**config.mk**
```make
export PLATFORM = sky130hd
export DESIGN_NAME = instr_fetch
export DESIGN_NICKNAME = d
export VERILOG_FILES = /design/src/rtl/cpu_pkg.sv /design/src/rtl/fetch_fifo.sv /design/src/rtl/instr_fetch.sv
export SDC_FILE = /design/constraint.sdc
export NUM_CORES = 1
export LEC_CHECK = 0
export CAP_MARGIN = 5
export CORE_MARGIN = 3
export CORE_UTILIZATION = 53
export CTS_CLUSTER_SIZE = 25
export DETAILED_ROUTE_END_ITERATION = 7
export GPL_ROUTABILITY_DRIVEN = 1
export PLACE_DENSITY = 0.88
export SYNTH_ARGS = -nofsm -noshare
export SYNTH_HDL_FRONTEND = slang
export SYNTH_HIERARCHICAL = 1
export SYNTH_SLANG_ARGS = --single-unit
```
**constraint.sdc**
```tcl
create_clock -name clk -period 8.92 [get_ports clk]
set_input_delay 1.338 -clock clk [delete_from_list [all_inputs] [get_ports clk]]
set_output_delay 1.338 -clock clk [all_outputs]
set_load 0.05 [all_outputs]
```
**src/rtl/cpu_pkg.sv**
```systemverilog
// Shared front-end constants: datapath width and the NOP used
// when no instruction is available.
package cpu_pkg;
  localparam int XLEN = 32;
  localparam int INSTR_W = 32;
  localparam logic [INSTR_W-1:0] NOP_INSTR = 32'h00000013;
endpackage

```
**src/rtl/fetch_fifo.sv**
```systemverilog
// Small circular instruction buffer with synchronous clear and
// a combinational head view.
module fetch_fifo #(
  parameter int DEPTH = 2,
  parameter int W = 64,
  localparam int CW = $clog2(DEPTH + 1)
) (
  input  logic          clk,
  input  logic          rst,
  input  logic          clear,
  input  logic          push,
  input  logic [W-1:0]  push_data,
  input  logic          pop,
  output logic [W-1:0]  head,
  output logic          head_valid,
  output logic [CW-1:0] count
);
  localparam int PW = (DEPTH > 1) ? $clog2(DEPTH) : 1;

  logic [W-1:0] mem [DEPTH];
  logic [PW-1:0] rd_ptr, wr_ptr;

  function automatic logic [PW-1:0] inc(input logic [PW-1:0] p);
    return (p == PW'(DEPTH - 1)) ? '0 : p + PW'(1);
  endfunction

  always_ff @(posedge clk) begin
    if (rst || clear) begin
      rd_ptr <= '0;
      wr_ptr <= '0;
      count  <= '0;
    end else begin
      if (push) wr_ptr <= inc(wr_ptr);
      if (pop)  rd_ptr <= inc(rd_ptr);
      count <= count + CW'(push) - CW'(pop);
    end
  end

  always_ff @(posedge clk) begin
    if (push) mem[wr_ptr] <= push_data;
  end

  assign head = mem[rd_ptr];
  assign head_valid = (count != '0);
endmodule

```
**src/rtl/instr_fetch.sv**
```systemverilog
// Fetch stage: PC, request credit and stale-response dropping.
// Optional MISALIGN_CHECK_EN adds fetch_misaligned.
module instr_fetch #(
  parameter int XLEN = cpu_pkg::XLEN,
  parameter logic [XLEN-1:0] RESET_PC = '0,
  parameter int FIFO_DEPTH = 2
) (
  input  logic            clk,
  input  logic            rst,
  input  logic            redirect,
  input  logic [XLEN-1:0] redirect_pc,
`ifdef MISALIGN_CHECK_EN
  output logic            fetch_misaligned,
`endif
  output logic            imem_req_valid,
  input  logic            imem_req_ready,
  output logic [XLEN-1:0] imem_req_addr,
  input  logic            imem_resp_valid,
  input  logic [31:0]     imem_resp_data,
  output logic            instr_valid,
  input  logic            instr_ready,
  output logic [31:0]     instr,
  output logic [XLEN-1:0] pc_out,
  output logic [XLEN-1:0] next_pc_out
);
  import cpu_pkg::*;

  localparam int CW = $clog2(FIFO_DEPTH + 1);
  localparam int EW = XLEN + INSTR_W;

  logic [XLEN-1:0] fetch_pc, resp_pc, target;
  logic [CW-1:0] outstanding, outstanding_n;
  logic [CW-1:0] drop_cnt, fifo_count, credit_used;
  logic req_fire, resp_acc, push, pop;
  logic misaligned;
  logic [EW-1:0] head;
  logic head_valid;

  assign target = {redirect_pc[XLEN-1:2], 2'b00};

`ifdef MISALIGN_CHECK_EN
  always_ff @(posedge clk) begin
    if (rst) misaligned <= 1'b0;
    else if (redirect) misaligned <= (redirect_pc[1:0] != 2'b00);
  end
  assign fetch_misaligned = misaligned;
`else
  assign misaligned = 1'b0;
`endif

  // A pop this edge frees a slot, so it counts toward the credit now.
  assign pop = head_valid && instr_ready;
  assign credit_used = outstanding + fifo_count - CW'(pop);
  assign imem_req_valid = !rst && !redirect && !misaligned
                       && (credit_used < CW'(FIFO_DEPTH));
  assign imem_req_addr = fetch_pc;
  assign req_fire = imem_req_valid && imem_req_ready;

  assign resp_acc = imem_resp_valid
                 && ((outstanding != '0) || req_fire);
  assign outstanding_n = outstanding + CW'(req_fire) - CW'(resp_acc);
  assign push = resp_acc && (drop_cnt == '0) && !redirect;

  always_ff @(posedge clk) begin
    if (rst) begin
      fetch_pc    <= RESET_PC;
      resp_pc     <= RESET_PC;
      outstanding <= '0;
      drop_cnt    <= '0;
    end else begin
      outstanding <= outstanding_n;
      if (redirect) begin
        fetch_pc <= target;
        resp_pc  <= target;
        drop_cnt <= outstanding_n;
      end else begin
        if (req_fire) fetch_pc <= fetch_pc + XLEN'(4);
        if (push) resp_pc <= resp_pc + XLEN'(4);
        if (resp_acc && (drop_cnt != '0))
          drop_cnt <= drop_cnt - CW'(1);
      end
    end
  end

  fetch_fifo #(
    .DEPTH(FIFO_DEPTH),
    .W(EW)
  ) u_fifo (
    .clk(clk),
    .rst(rst),
    .clear(redirect),
    .push(push),
    .push_data({resp_pc, imem_resp_data}),
    .pop(pop),
    .head(head),
    .head_valid(head_valid),
    .count(fifo_count)
  );

  assign instr_valid = head_valid;
  assign instr = head_valid ? head[INSTR_W-1:0] : NOP_INSTR;
  assign pc_out = head_valid ? head[EW-1:INSTR_W] : resp_pc;
  assign next_pc_out = pc_out + XLEN'(4);
endmodule

```
==> impl_metrics.json, run 1 <==
{
  "status": "completed",
  "drcViolationCount": 0,
  "overflow": 0,
  "core_area_um2": 19000,
  "ctsLongestPathBuffers": 2,
  "place_area_um2": 12400,
  "setup.worst_path.end_class": "primary output",
  "synth_seq_cells": 197,
  "initial_core_util": 0.546,
  "cts_tree": "built",
  "timing.final.crit_share": 0.733,
  "path_clk_slew_ns": 0.08,
  "ys_types": 74,
  "drt-total-wl_mm": 27.1,
  "yosysSeqAreaShare": 0.505,
  "cts_hold_buf": 0,
  "cpMaxStageDelayCell": "a222oi_1",
  "fmax_mhz": 153,
  "grt_pass1_vias": 7826,
  "synth_warnings": 6,
  "htreeDepth": 4,
  "netlist_top_cells_count": "128 x edfxtp_1, 75 x nand2_1, 69 x dfxtp_1",
  "cts_buffers": 17,
  "worstSetupPathType": "flop to primary output",
  "synthArstFlopShare": 0,
  "worst_pin_slew_ns": 1.15,
  "design.die.area_um2": 21200,
  "grt_usage": 0.248,
  "dieHeight_um": 146,
  "postSynthAreaPerCell_um2": 11.5,
  "slew_headroom": 0.236,
  "post-synth-top-count-cell": "edfxtp_1",
  "slew_violations": 0,
  "area_delta_synth_final_pct": 25.1,
  "cp-endpoint": "next_pc_out[31]",
  "r2r_end": "drop_cnt[1]",
  "crit_path_cell_trace": "or2_2 -> buf_4 -> nand3_1 -> a222oi_1 -> nand2_2 -> nor4_2 -> xor2_1 -> clkdlybuf4s50_1",
  "regToRegSetupSlack_ns": 4.26,
  "drt_iter0_drc": 654,
  "pre_cts_ws_ns": 2.94,
  "insertion_delay_ns": 0.43,
  "power_density_nw_per_um2": 200,
  "synth_top_area_frac": 0.371,
  "synth_edf_count": 128,
  "first_pass_iters": 5,
  "syn_inst": 896,
  "worstPathMaxFanout": 48,
  "finalSetupViolations": 0,
  "ctsResizeCount": 0,
  "hpwlAfterDp_mm": 18.3,
  "drive_above_1_share": 0.135,
  "via_per_inst": 6.04,
  "setup_ws_ns": 2.38,
  "grt_max_degree": 70,
  "diodes": 0,
  "peakVddDrop_mv": 0.158,
  "gp_congestion": 0.899,
  "postRouteAntennaNets": 0,
  "ys_top_cells_by_area": "edfxtp_1 37%, dfxtp_1 13%, mux2_4 8.7%",
  "portBuffers": 195,
  "pin_count": 200,
  "post-cts-setup-buffer-count": 0,
  "rsz0062_at_grt": "false",
  "min_period_ns": 6.54,
  "grt_pass1_wl_mm": 42.5,
  "num_rows": 50,
  "startpoint": "u_fifo/count[1]",
  "cap_viol_max_count": 0,
  "routedWlPerCell_um": 20.2,
  "synthFlopType": "edfxtp_1",
  "finClkSkew_ns": 0.0113,
  "arrival_ns": 5.20,
  "via_count": 8093,
  "timing.rr.start": "u_fifo/count[1]",
  "cts_num_sinks": 197,
  "die_w_um": 146,
  "holdPathStages": 0,
  "post-synth-top-area-cell": "edfxtp_1",
  "antenna_found_initial": 0,
  "min_path_type": "flop to flop",
  "max_stage_delay_ns": 1.04,
  "final-hold-violation-count": 0,
  "p_leak_uw": 0.00439,
  "ff2ff_path_depth": 13,
  "cp-start-kind": "flop",
  "stdcell_area_um2": 12900,
  "syn_area_um2": 10300,
  "nNetsFinal": 1146,
  "final.setup.tns_ns": 0,
  "cts-root-buf": "clkbuf_16",
  "cp.required_ns": 7.58
}
cell usage in the layout, fill, tap and decap left out, types with 7 or more instances in the layout:
master           netlist  routed
nand4_1               20      20
xnor2_1               39      39
ha_1                   9       9
dfxtp_1               69      68
edfxtp_1             128     128
buf_4                  5       8
and3_1                10      10
a31oi_1               26      26
nor4_1                18      18
o21ai_0                9       9
nor2_1                35      35
a211oi_1              19      19
mux2_2                21      21
or4_1                  8       8
clkdlybuf4s50_1        0     193
nor3_1                22      22
nand2_1               75      75
and2_1                36      35
mux2i_1               13      13
inv_1                 37      37
nand3_1               34      34
or3_1                 13      13
mux2_4                60      60
xor2_1                 9       9
nor4_2                 7       7
a21oi_1               20      20
clkbuf_16              0      17
o311ai_0              11      11
through the flow:
stage          instances  total power (uW)  hold slack [ns]   util
2_1_floorplan        901              1600            0.420      -
3_3_place_gp        1308              1820            0.479  0.652
3_5_place_dp        1308              1830            0.493  0.652
4_1_cts             1340              2600            0.509  0.683
5_1_grt             1340              2680            0.526  0.683
6_report            1340              2590            0.522  0.683
how the worst min path moves through the flow:
stage,to,start
6_report,u_fifo/mem[1][62],resp_pc[30]
5_1_grt,u_fifo/mem[1][62],resp_pc[30]
4_1_cts,u_fifo/mem[1][62],resp_pc[30]
3_5_place_dp,u_fifo/mem[1][62],resp_pc[30]
3_3_place_gp,u_fifo/mem[0][62],resp_pc[30]
2_1_floorplan,u_fifo/mem[0][40],resp_pc[8]
sequential cells by signal (all words and copies together) (netlist names), named ones only:
register and flops:
imem_req_addr 30, u_fifo/wr_ptr 1, outstanding 2, u_fifo/mem 128, u_fifo/rd_ptr 1, resp_pc 30, u_fifo/count 2, drop_cnt 2
layout make-up:
class | count | area (um2)
fill | 1355 | 6010
clock buffer | 17 | 425
inverter | 38 | 143
sequential | 197 | 5230
clock inverter | 15 | 156
timing repair buffer | 203 | 2000
tap | 260 | 325
multi-input combinational | 610 | 4660
routing by layer:
| metal | part of all wire | up-vias | track usage |
|---|---|---|---|
| li1 | - | 3699 | - |
| met5 | 0 | - | 0 |
| met4 | 0.020 | 0 | 0.0798 |
| met1 | 0.42 | 3888 | 0.347 |
| met2 | 0.46 | 460 | 0.388 |
| met3 | 0.097 | 46 | 0.0523 |
report_power, final:
group | internal, uW | switching (uW)
sequential | 1040 | 58.1
clock | 398 | 370
combinational | 267 | 456
total | 1710 | 885
cell families (layout without fill, tap and decap cells):
logic type | after synthesis | in the layout | share of synthesized area
xor+xnor | 52 | 52 | 0.0498
other cells | 1 | 6 | 0.000362
buf+inv | 94 | 273 | 0.0472
fa+ha+maj | 9 | 9 | 0.0109
flops | 197 | 197 | 0.505
simple gates | 309 | 309 | 0.164
mux | 94 | 94 | 0.122
compound gates | 140 | 140 | 0.100
critical path: cells and delay by family (launching register included):
kind / cells / cell delay [ns]
simple gates: 4 / 1.64
buf+inv: 2 / 1.38
compound gates: 1 / 1.04
flops: 1 / 0.48
xor+xnor: 1 / 0.19
Note: power is estimated with default switching activity, not from simulation.
==> run 2, diff against run 1 <==
==> constraint.sdc (replaced) <==
create_clock -name clk -period 6.4 [get_ports clk]
set_input_delay 0.96 -clock clk [delete_from_list [all_inputs] [get_ports clk]]
set_output_delay 0.96 -clock clk [all_outputs]
set_load 0.05 [all_outputs]
==> impl_metrics.json, run 2 (same netlist as run 1, synthesis figures left out) <==
{
  "cp-start-kind": "flop",
  "drt_iter0_drc": 763,
  "insertion_delay_ns": 0.45,
  "arrival_ns": 4.53,
  "diodes": 0,
  "largest_reg_flops": 128,
  "slew_headroom": 0.314,
  "grt_max_degree": 69,
  "initial_core_util": 0.546,
  "p_leak_uw": 0.00442,
  "via_per_inst": 6.04,
  "die_w_um": 146,
  "worstSetupPathType": "flop to primary output",
  "min_period_ns": 5.49,
  "drcViolationCount": 0,
  "min_path_type": "flop to flop",
  "first_pass_iters": 6,
  "final.setup.tns_ns": 0,
  "htreeDepth": 4,
  "cts_hold_buf": 0,
  "grt_pass1_vias": 7660,
  "status": "completed",
  "final_common_cell": "clkdlybuf4s50_1",
  "hold_ws_ns": 0.520,
  "rsz0062_at_grt": "false",
  "place_area_um2": 12400,
  "grt_usage": 0.249,
  "portBuffers": 195,
  "worstPathMaxFanout": 33,
  "drive_above_1_share": 0.139,
  "finClkSkew_ns": 0.0109,
  "drt-total-wl_mm": 27.0,
  "post-cts-setup-buffer-count": 0,
  "worst_pin_slew_ns": 1.03,
  "cts_tree": "built",
  "layout_common_cells": "193 x clkdlybuf4s50_1, 128 x edfxtp_1, 75 x nand2_1",
  "routedWlPerCell_um": 20.1,
  "overflow": 0,
  "setup.worst_path.end_class": "primary output",
  "grt_pass1_wl_mm": 42.4,
  "largest_register": "u_fifo/mem",
  "ctsResizeCount": 0,
  "timing.final.crit_share": 0.858,
  "slew_violations": 0,
  "area_delta_synth_final_pct": 25.6,
  "via_count": 8120,
  "fmax_mhz": 182,
  "core_area_um2": 19000,
  "dieHeight_um": 146,
  "cts-root-buf": "clkbuf_16",
  "num_rows": 50,
  "post-place-cells": 1312,
  "nNetsFinal": 1150,
  "peakVddDrop_mv": 0.209,
  "cp.required_ns": 5.44,
  "path_clk_slew_ns": 0.07,
  "cts_buffers": 17,
  "final-hold-violation-count": 0,
  "cap_viol_max_count": 0,
  "postRouteAntennaNets": 0,
  "cts_num_sinks": 197,
  "antenna_found_initial": 0,
  "pin_count": 200,
  "gp_congestion": 0.899,
  "design.die.area_um2": 21200,
  "hpwlAfterDp_mm": 18.6,
  "ctsLongestPathBuffers": 2,
  "power_density_nw_per_um2": 277,
  "finalSetupViolations": 0,
  "stdcell_area_um2": 13000,
  "final_cells": 1344
}
run 2: cell count changes in the layout (fill, tap and decap cells not counted), sizes merged:
cell | previous run | this run
bufinv | 1 | 0
buf | 10 | 14
inv | 47 | 44
clkinv | 4 | 9
clkinvlp | 1 | 0
run 2: final cells by class:
| type | count | area (um2) |
|---|---|---|
| clock buffer | 17 | 425 |
| fill | 1341 | 5960 |
| sequential | 197 | 5230 |
| clock inverter | 15 | 175 |
| tap | 260 | 325 |
| inverter | 38 | 143 |
| multi-input combinational | 610 | 4660 |
| timing repair buffer | 207 | 2030 |
run 2: critical path, cell delays in order, from the launching register on:
cell and delay, ns:
dfxtp_1 0.46, or2_2 0.63, buf_4 0.43, nand4_1 0.20, a2111oi_1 0.77, and3_1 0.35
a41oi_1 0.17, a31oi_1 0.19, clkdlybuf4s50_1 0.87
run 2: final timing paths:
path,startpoint,to,slack [ns],cells past startpoint
setup / recovery,u_fifo/count[1],next_pc_out[24],0.91,8
hold / removal,resp_pc[30],u_fifo/mem[0][62],0.52,0
setup reg to reg,u_fifo/count[1],drop_cnt[1],1.84,13
hold reg to reg,resp_pc[30],u_fifo/mem[0][62],0.52,0
run 2: routing by layer:
layer,track usage,vias up,wire length (um)
li1,-,3711,-
met1,0.353,3888,11400
met2,0.392,486,12500
met3,0.0557,35,2670
met4,0.0641,0,397
met5,0,-,0
run 2: metrics by stage:
step,util,power (uW),setup WS (ns)
after global routing,0.685,3730,0.665
after CTS,0.685,3600,0.948
after global placement,0.654,2530,1.58
after floorplan,-,2230,0.510
final,0.685,3600,0.909
after detailed placement,0.654,2560,1.52
run 2: power by group:
part | internal (uW) | total [uW] | switching, uW
clock | 526 | 1060 | 533
combinational | 372 | 1010 | 637
sequential | 1450 | 1530 | 79.2
